--- config.mk ---
export PLATFORM = sky130hd
export DESIGN_NAME = dfr_axi_lite_master
export DESIGN_NICKNAME = d
export VERILOG_FILES = /design/src/rtl/dfr_axi_lite_master.sv
export SDC_FILE = /design/constraint.sdc
export NUM_CORES = 1
export LEC_CHECK = 0
export ABC_CLOCK_PERIOD_IN_PS = 2300
export CAP_MARGIN = 30
export CORE_UTILIZATION = 40
export CTS_BUF_LIST = sky130_fd_sc_hd__clkbuf_4 sky130_fd_sc_hd__clkbuf_8 sky130_fd_sc_hd__clkbuf_16
export CTS_CLUSTER_SIZE = 40
export DETAILED_ROUTE_END_ITERATION = 8
export GPL_TIMING_DRIVEN = 0
export PLACE_DENSITY = 0.82
export SLEW_MARGIN = 40
export SYNTH_ARGS = -nofsm -noshare
export SYNTH_HDL_FRONTEND = slang
export SYNTH_SLANG_ARGS = --single-unit
--- constraint.sdc ---
create_clock -name M_AXI_ACLK -period 2.3 [get_ports M_AXI_ACLK]
set_clock_uncertainty 0.2 [all_clocks]
set_input_delay 0.23 -clock M_AXI_ACLK [delete_from_list [all_inputs] [get_ports M_AXI_ACLK]]
set_output_delay 0.23 -clock M_AXI_ACLK [all_outputs]
set_load 0.05 [all_outputs]
--- src/rtl/dfr_axi_lite_master.sv ---
// AXI4-Lite initiator: single-beat valid/ready commands to AXI4-Lite transactions, one outstanding.
// Optional poll-read feature compiled in with `define DFR_AXIM_POLL_EN.
module dfr_axi_lite_master #(
  parameter int C_M_AXI_DATA_WIDTH = 32,
  parameter int C_M_AXI_ADDR_WIDTH = 16,
  parameter int POLL_LIMIT         = 1024
) (
  input  logic                              M_AXI_ACLK,
  input  logic                              M_AXI_ARESETN,
  input  logic                              cmd_valid,
  output logic                              cmd_ready,
  input  logic                              cmd_write,
  input  logic                              cmd_poll,
  input  logic [C_M_AXI_ADDR_WIDTH-1:0]     cmd_addr,
  input  logic [C_M_AXI_DATA_WIDTH-1:0]     cmd_wdata,
  input  logic [C_M_AXI_DATA_WIDTH/8-1:0]   cmd_wstrb,
  output logic                              rsp_valid,
  input  logic                              rsp_ready,
  output logic [C_M_AXI_DATA_WIDTH-1:0]     rsp_data,
  output logic [1:0]                        rsp_resp,
  output logic                              rsp_timeout,
  output logic [C_M_AXI_ADDR_WIDTH-1:0]     M_AXI_AWADDR,
  output logic                              M_AXI_AWVALID,
  input  logic                              M_AXI_AWREADY,
  output logic [C_M_AXI_DATA_WIDTH-1:0]     M_AXI_WDATA,
  output logic [C_M_AXI_DATA_WIDTH/8-1:0]   M_AXI_WSTRB,
  output logic                              M_AXI_WVALID,
  input  logic                              M_AXI_WREADY,
  input  logic [1:0]                        M_AXI_BRESP,
  input  logic                              M_AXI_BVALID,
  output logic                              M_AXI_BREADY,
  output logic [C_M_AXI_ADDR_WIDTH-1:0]     M_AXI_ARADDR,
  output logic                              M_AXI_ARVALID,
  input  logic                              M_AXI_ARREADY,
  input  logic [C_M_AXI_DATA_WIDTH-1:0]     M_AXI_RDATA,
  input  logic [1:0]                        M_AXI_RRESP,
  input  logic                              M_AXI_RVALID,
  output logic                              M_AXI_RREADY
);

  typedef enum logic [2:0] {IDLE, WR_REQ, WR_RESP, RD_REQ, RD_RESP, RSP} state_t;

  state_t                            state_q, state_d;
  logic                              cmd_ready_d, rsp_valid_d;
  logic [C_M_AXI_DATA_WIDTH-1:0]     rsp_data_d, wdata_d;
  logic [1:0]                        rsp_resp_d;
  logic [C_M_AXI_ADDR_WIDTH-1:0]     awaddr_d, araddr_d;
  logic [C_M_AXI_DATA_WIDTH/8-1:0]   wstrb_d;
  logic                              awvalid_d, wvalid_d, bready_d, arvalid_d, rready_d;
  logic                              aw_done, aw_done_d, w_done, w_done_d;
  logic                              aw_fire, w_fire;

  assign aw_fire = M_AXI_AWVALID && M_AXI_AWREADY;
  assign w_fire  = M_AXI_WVALID && M_AXI_WREADY;

`ifdef DFR_AXIM_POLL_EN
  logic        poll_q, poll_d, timeout_d, poll_again, limit_hit;
  logic [15:0] poll_cnt, poll_cnt_d;
  logic [16:0] poll_inc;

  // The registered write data doubles as the poll mask.
  assign poll_inc   = {1'b0, poll_cnt} + 17'd1;
  assign limit_hit  = poll_inc >= 17'(POLL_LIMIT);
  assign poll_again = poll_q && ((M_AXI_RDATA & M_AXI_WDATA) != '0) && (M_AXI_RRESP == 2'b00);
`else
  logic unused_poll;
  assign unused_poll = cmd_poll ^ (POLL_LIMIT != 0);
  assign rsp_timeout = 1'b0;
`endif

  always_comb begin
    state_d     = state_q;
    cmd_ready_d = cmd_ready;
    rsp_valid_d = rsp_valid;
    rsp_data_d  = rsp_data;
    rsp_resp_d  = rsp_resp;
    awaddr_d    = M_AXI_AWADDR;
    araddr_d    = M_AXI_ARADDR;
    wdata_d     = M_AXI_WDATA;
    wstrb_d     = M_AXI_WSTRB;
    awvalid_d   = M_AXI_AWVALID;
    wvalid_d    = M_AXI_WVALID;
    bready_d    = M_AXI_BREADY;
    arvalid_d   = M_AXI_ARVALID;
    rready_d    = M_AXI_RREADY;
    aw_done_d   = aw_done;
    w_done_d    = w_done;
`ifdef DFR_AXIM_POLL_EN
    poll_d      = poll_q;
    poll_cnt_d  = poll_cnt;
    timeout_d   = rsp_timeout;
`endif
    case (state_q)
      IDLE: begin
        cmd_ready_d = 1'b1;
        if (cmd_valid && cmd_ready) begin
          cmd_ready_d = 1'b0;
          awaddr_d    = cmd_addr;
          araddr_d    = cmd_addr;
          wdata_d     = cmd_wdata;
          wstrb_d     = cmd_wstrb;
`ifdef DFR_AXIM_POLL_EN
          poll_d      = cmd_poll && !cmd_write;
          poll_cnt_d  = '0;
`endif
          if (cmd_write) begin
            state_d   = WR_REQ;
            awvalid_d = 1'b1;
            wvalid_d  = 1'b1;
            aw_done_d = 1'b0;
            w_done_d  = 1'b0;
          end else begin
            state_d   = RD_REQ;
            arvalid_d = 1'b1;
          end
        end
      end
      WR_REQ: begin
        if (aw_fire) begin
          awvalid_d = 1'b0;
          aw_done_d = 1'b1;
        end
        if (w_fire) begin
          wvalid_d = 1'b0;
          w_done_d = 1'b1;
        end
        if ((aw_done || aw_fire) && (w_done || w_fire)) begin
          state_d  = WR_RESP;
          bready_d = 1'b1;
        end
      end
      WR_RESP: begin
        if (M_AXI_BVALID && M_AXI_BREADY) begin
          bready_d    = 1'b0;
          rsp_resp_d  = M_AXI_BRESP;
          rsp_data_d  = '0;
          rsp_valid_d = 1'b1;
`ifdef DFR_AXIM_POLL_EN
          timeout_d   = 1'b0;
`endif
          state_d     = RSP;
        end
      end
      RD_REQ: begin
        if (M_AXI_ARVALID && M_AXI_ARREADY) begin
          arvalid_d = 1'b0;
          rready_d  = 1'b1;
          state_d   = RD_RESP;
        end
      end
      RD_RESP: begin
        if (M_AXI_RVALID && M_AXI_RREADY) begin
          rready_d   = 1'b0;
          rsp_data_d = M_AXI_RDATA;
          rsp_resp_d = M_AXI_RRESP;
`ifdef DFR_AXIM_POLL_EN
          poll_cnt_d = poll_inc[15:0];
          if (poll_again && !limit_hit) begin
            arvalid_d = 1'b1;
            state_d   = RD_REQ;
          end else begin
            // A poll still unsatisfied at this point has used up its read budget.
            timeout_d   = poll_again;
            rsp_valid_d = 1'b1;
            state_d     = RSP;
          end
`else
          rsp_valid_d = 1'b1;
          state_d     = RSP;
`endif
        end
      end
      RSP: begin
        if (rsp_valid && rsp_ready) begin
          rsp_valid_d = 1'b0;
          cmd_ready_d = 1'b1;
          state_d     = IDLE;
        end
      end
      default: state_d = IDLE;
    endcase
  end

  always_ff @(posedge M_AXI_ACLK or negedge M_AXI_ARESETN) begin
    if (!M_AXI_ARESETN) begin
      state_q       <= IDLE;
      cmd_ready     <= 1'b0;
      rsp_valid     <= 1'b0;
      rsp_data      <= '0;
      rsp_resp      <= '0;
      M_AXI_AWADDR  <= '0;
      M_AXI_ARADDR  <= '0;
      M_AXI_WDATA   <= '0;
      M_AXI_WSTRB   <= '0;
      M_AXI_AWVALID <= 1'b0;
      M_AXI_WVALID  <= 1'b0;
      M_AXI_BREADY  <= 1'b0;
      M_AXI_ARVALID <= 1'b0;
      M_AXI_RREADY  <= 1'b0;
      aw_done       <= 1'b0;
      w_done        <= 1'b0;
    end else begin
      state_q       <= state_d;
      cmd_ready     <= cmd_ready_d;
      rsp_valid     <= rsp_valid_d;
      rsp_data      <= rsp_data_d;
      rsp_resp      <= rsp_resp_d;
      M_AXI_AWADDR  <= awaddr_d;
      M_AXI_ARADDR  <= araddr_d;
      M_AXI_WDATA   <= wdata_d;
      M_AXI_WSTRB   <= wstrb_d;
      M_AXI_AWVALID <= awvalid_d;
      M_AXI_WVALID  <= wvalid_d;
      M_AXI_BREADY  <= bready_d;
      M_AXI_ARVALID <= arvalid_d;
      M_AXI_RREADY  <= rready_d;
      aw_done       <= aw_done_d;
      w_done        <= w_done_d;
    end
  end

`ifdef DFR_AXIM_POLL_EN
  always_ff @(posedge M_AXI_ACLK or negedge M_AXI_ARESETN) begin
    if (!M_AXI_ARESETN) begin
      poll_q      <= 1'b0;
      poll_cnt    <= '0;
      rsp_timeout <= 1'b0;
    end else begin
      poll_q      <= poll_d;
      poll_cnt    <= poll_cnt_d;
      rsp_timeout <= timeout_d;
    end
  end
`endif

endmodule
# Word-level counts from Yosys, hierarchy flattened
# Index checks and enable logic that the tools add are counted.
# classes
n_mux,43
reduce_logical,28
n_eq_ne,15
# op_table
operator,count
2-to-1 mux 32 bit,2
one-hot mux 32 bit (2 select lines),1
2-to-1 mux 1 bit,20
"inequality test 2 bit, second input constant",10
2-to-1 mux 3 bit,6
one-hot mux 3 bit (6 select lines),1
one-hot mux 1 bit (2 select lines),8
AND reduction 4 bit,4
nonzero test 2 bit,6
AND reduction 3 bit,3
logical AND 1 bit,8
"equality test 3 x 2 -> 1 bit, second input constant",2
"equality test 3 bit, second input constant",2
2-to-1 mux 2 bit,3
AND reduction 6 bit,1
one-hot mux 2 bit (2 select lines),1
AND reduction 2 bit,2
"equality test 3 x 1 -> 1 bit, second input constant",1
zero test 3 bit,1
one-hot mux 1 bit (3 select lines),1
nonzero test 3 bit,1
logical OR 1 bit,2
# totals
register_bits,98
wordCells,101

# Logic depth before layout (Yosys ltp)
# depth
word_depth,5
depth_mapped,7
mapped_depth_nobuf,4

# Worst setup path before layout
# Ideal clock, no wire load.
# synth_path
path_kind,reg2reg
startpoint,reg cmd_ready
endpoint,reg M_AXI_ARADDR[11]
path_slack_ns,0.167
path_buffers,1
setup_ns,0.125
required_ns,1.975
arrival_time_ns,1.808
path_stages_with_launch,5
synth_period_minus_slack_ns,2.133
cell_sequence,dfrtp_1 nand2_1 nor4_4 buf_6 mux2_2
# synth_via
elab_chain_cells,2
# synth_lines
element,line,rtl
"start, declared",11,"output logic cmd_ready,"
"start signal, assigned",204,cmd_ready <= cmd_ready_d;
logical AND 1 bit,96,if (cmd_valid && cmd_ready) begin
AND reduction 2 bit (no line),n/a,
"end signal, assigned",209,M_AXI_ARADDR <= araddr_d;
"end, declared",32,"output logic [C_M_AXI_ADDR_WIDTH-1:0] M_AXI_ARADDR,"
# No other way between the ends.
# A chain may end at the register's enable or synchronous reset.

# Final worst setup path
# layout_path
startpoint,reg cmd_ready
endpoint,out cmd_ready
# No word-level cell between the ends.

==> run metrics <==
total stage count of the critical path=1; area leader, netlist=dfrtp_1; Final Hold Fails=0; All-Layer GR Usage=20.6%; cells on worst reg2reg path=4; Final HPWL DP=8420 um; Post-synth top cells=dfrtp_1 (98), nand2_1 (73), mux2_2 (48); Filler cells=724; maximum vdd drop=1060 uV; vias=3428; Routed Antenna Nets=0; area growth from synthesis to layout=60.8%; crit-path max FO=7; Synth area leaders=dfrtp_1 (60%), mux2_2 (13%), nand2_1 (6.7%); Synth Register Bits=98; CTS H-tree depth=3; status=finished, final reports clean; final core utilization=66.9%; CTS tree=built; Post-route DRC=0; Reg2Reg Capture Point=M_AXI_WDATA[18]; Period minus WS final=2.11 ns; layout cells sized above 1=16.9%; die width=103 um; Post-Syn Area=4100 um^2; Initial Utilization=41.6%; Startpoint Class=register; Die Y=103 um; count leader, synth=dfrtp_1; ys flop type=dfrtp_1; final hold slack=0.131 ns; largest net degree at the start of global routing=62; Arr. time, crit path=1.68 ns; Cells after Synth=352; vias per cell=4.84; CP max-delay cell=clkdlybuf4s50_1; drt wl/cell=15.5 um; count of cell types in the netlist=37; number of synthesized flops with an enable pin=0; Worst-path clk slew=0.09 ns; 1st-iter DRT viols=100; worst setup path class=register to output pin; Post-Route WL=11000 um; max-slew violation count=0; r2r setup slk=0.20 ns; sequential area share after synthesis=59.8%; Pre-antenna DRT Iters=4; Max Clock Freq=474 MHz; Core Footprint=9860 um^2; CP startpoint=cmd_ready; WP buf/inv=1; RSZ-0062 raised after global routing=no; dpl cells=692; GRT overflow=0; Rows=36; Layout Cells excl Fill=708; Port Buffer Count=206; Worst setup EP type=output pin; share of the synthesized area in the top cell type=59.8%; quantity of gates resized following cts=0; synth warn=0; Worst setup endpoint=cmd_ready; Worst R2R Start=state_q[1]; Worst-Margin Slew=0.692 ns; clock sink count=98; Max-slew headroom=53.5%; CP top delay family=buffers and inverters; Nets=670; Post CTS Setup Buffer Count=0; first-pass GRT wire length=16500 um; initial antenna violation count=0; fin crit share=91.8%; WP data required=1.87 ns; antenna diode count=0; Crit path largest cell delay=0.85 ns; Syn Nets=451; Max-Cap Viols=0; CTS Buf Count=9; Post-synth ARST share=100%; vias in the first global route=3303; # IOs=209; full die area=10700 um^2; power density over the cells=1630 nW/um^2; Root Buffer=clkbuf_8; syn_area_per_cell=11.7 um^2; CP Cell Sequence=clkdlybuf4s50_1; Bufs on Longest Clock Path=2; Lkg Pwr=2.72 nW; Final setup viols=0; Worst-Skew Late Latency=0.35 ns; HP Class=primary input to asynchronous set/reset pin; GPL Wtd Cong=0.844
-- logic make-up after synthesis --
kind of cell    after synthesis  synth area share [%]
other cells                   1                0.0914
flops                        98                  59.8
buf+inv                      39                  6.25
simple gates                 95                  10.0
compound gates               65                  9.12
mux                          54                  14.8
-- layer usage --
layer	global-route usage (%)	part of all wire, %	wire length [um]
met1	24.1	39	4260
met2	35.9	52	5670
met3	5.04	7.5	824
met4	8.88	1.8	201
met5	0	0	0
-- worst register-to-register path: cells and delay by family (launching register included) --
family                 cells  cell delay (ns)
AND/OR/NAND/NOR            1             0.65
flip-flops                 1             0.36
multiplexers               1             0.36
buffers and inverters      2             0.42
-- timing repair --
item,CTS,global route
endpoints found under the hold margin,98,0
hold buffers,1,0
endpoints found under the setup margin,0,0
-- state kept, by name, summed over array words and instances (netlist names), 2 cells and up --
signal / flops
state_q: 3
rsp_data: 32
M_AXI_WDATA: 32
rsp_resp: 2
M_AXI_WSTRB: 4
M_AXI_ARADDR: 16
-- power by group --
part | total [W] | internal [W] | leakage, nW | switching [W]
registers | 0.00292 | 0.00245 | 1.23 | 0.000477
clock network | 0.00123 | 0.000651 | 0.109 | 0.000575
logic | 0.00663 | 0.00245 | 1.38 | 0.00418
-- cells in the final DEF (no fill, tap or decap), types with 2 or more instances in the layout --
cell,synthesis,routed
inv_1,2,2
mux2_1,4,4
a21oi_1,6,6
a31oi_1,5,5
dfrtp_1,98,98
buf_2,7,7
a21o_1,3,3
o31ai_1,2,2
nand4b_1,2,2
nor2b_1,2,2
nand2b_1,2,2
nand3_1,3,3
a22o_1,2,2
mux2i_1,2,2
o22ai_1,2,2
nand2_1,73,73
buf_6,5,5
mux2_2,48,48
o21ai_0,37,37
nor2_1,6,6
o21ai_1,2,2
bufinv_16,0,2
buf_4,17,17
nor3_1,2,2
clkdlybuf4s50_1,0,205
clkbuf_8,0,10
clkbuf_1,7,7
-- through the flow --
| stage | area [um^2] | total power (W) | TNS (ns) | setup WS (ns) |
|---|---|---|---|---|
| 2_1_floorplan | 4100 | 0.00734 | 0 | 0.167 |
| 6_report | 6600 | 0.0108 | 0 | 0.189 |
| 4_1_cts | 6600 | 0.0109 | 0 | 0.158 |
| 3_5_place_dp | 6360 | 0.00962 | -3.59 | -0.0935 |
| 5_1_grt | 6600 | 0.0113 | 0 | 0.100 |
| 3_3_place_gp | 6330 | 0.00945 | -275.98 | -2.78 |
-- how the worst min path moves through the flow --
stage / endpoint / slack, ns / cells past startpoint
detailed placement: M_AXI_WDATA[15] / -0.08 / 1
global route: M_AXI_WDATA[15] / 0.14 / 2
finish: M_AXI_WSTRB[3] / 0.13 / 2
floorplan: M_AXI_ARADDR[0] / -0.27 / 0
CTS: M_AXI_WDATA[16] / 0.13 / 2
global placement: rsp_data[30] / 0.26 / 2
-- final cells by class --
type                       instances  area, um^2  share of cell area, %
buffer                            37         249                   3.78
clock buffer                      11         145                   2.20
clock inverter                     4        76.3                   1.16
inverter                           2        7.51                  0.114
multi-input combinational        215        1390                   21.1
sequential                        98        2450                   37.2
tap                              133         166                   2.52
timing repair buffer             208        2100                   31.9
No activity file was read; power rests on OpenSTA's default activity.
==> edit (same settings) <==
The option `DFR_AXIM_POLL_EN` is turned on by a define.
--- a/src/rtl/dfr_axi_lite_master.sv
+++ b/src/rtl/dfr_axi_lite_master.sv
@@ -1,4 +1,6 @@
 // AXI4-Lite initiator: single-beat valid/ready commands to AXI4-Lite transactions, one outstanding.
 // Optional poll-read feature compiled in with `define DFR_AXIM_POLL_EN.
+`define DFR_AXIM_POLL_EN
+
 module dfr_axi_lite_master #(
   parameter int C_M_AXI_DATA_WIDTH = 32,
Check against the original RTL: not equivalent (Yosys sat finds a counterexample within 10 cycles, from zero or initial values and one cycle with M_AXI_ARESETN low).
==> edit against the original RTL <==
  * Area after synthesis grew 26%
  * Design area is 25% higher
  * Global-route usage up 5.3 points
  * Power decreased by 54%
  * Die area is 25% higher
  * Setup slack got worse by 0.18 ns
  * Critical path depth is 5 higher
  * Wire length rose by 54%
  * Sequential cell count rose by 18
  * Critical path type is now flop to flop
==> edit: results (changes against the original RTL) <==
[layout]
multi_input_gates=365  ; +70%
nonClockBufferCount=262  ; +6.9%
clock_buffers=19  ; +8
fillCellCount=949  ; +31%
clk_share=0.0728  ; +0.0393
seq_share=0.353  ; -0.0190

[global_routing]
groute.usage.overall=0.258  ; +0.0525
grt_first_pass_wirelength_mm=26.0  ; +58%
grt_util_met1=0.320  ; +0.0783
grtUsageMet2=0.424  ; +0.0645
grt_max_degree=72  ; +16%

[placement]
place_area_um2=7490  ; +18%
pre_cts_ws_ns=-0.469  ; -0.376 ns
place_congestion=0.920  ; +9.0%
portBuffers=208  ; +0.97%
dp_hpwl_mm=12.1  ; +44%

[routing]
viasPerCell=5.36  ; +11%
drt-wirelength-per-cell_um=17.7  ; +14%
first_pass_iters=5  ; +1

[clock_network]
h-tree-depth=4  ; +1
clk_pin_slew_ns=0.06  ; -0.03 ns
cts-buffers-inserted=17  ; +8

[worst_setup_path]
arrival_ns=2.37  ; +0.69 ns
crit_end=state_q[1]
cp-startpoint=poll_cnt[5]
rr_endpoint=state_q[1]

[logic_synthesis]
ys_types=53  ; +43%
synth_seq_area_share=0.563  ; -0.0348
synthCells=530  ; +51%

[power_and_ir_drop]
vdd_drop_max_uv=524  ; -50%
leakagePower_nw=3.77  ; +39%

[status]
status=completed

[edit: report_power, final]
group / switching [W] / internal (W) / total [W]
logic: 0.0000817 / 0.000155 / 0.000237
clock network: 0.000970 / 0.00166 / 0.00263
registers: 0 / 0.00204 / 0.00204
total: 0.00105 / 0.00386 / 0.00491
[edit: timing repair]
item                       in CTS  in global routing
gates resized for setup         7                 14
pin swaps                       1                  2
hold buffers                    1                  0
setup buffers                   4                  5
hold endpoints to repair      116                  0
setup endpoints to repair      45                 39
[edit: worst register-to-register path, cell delays in order (launching register included)]
cell,delay (ns)
dfrtp_1,0.45
and3_1,0.23
and3_1,0.22
and3_1,0.22
a211o_1,0.38
a41oi_1,0.32
o21ai_0,0.14
[edit: kinds of logic (layout without fill, tap and decap cells)]
kind of cell,after synthesis,after routing,share of synthesized area
DFF,116,116,0.563
and+or+nand+nor,243,243,0.207
buffers and inverters,49,299,0.0490
xor gates and xnor gates,7,7,0.0119
muxes,3,3,0.00679
adders and majority gates,2,2,0.00485
AOI/OAI and AO/OA,110,110,0.157
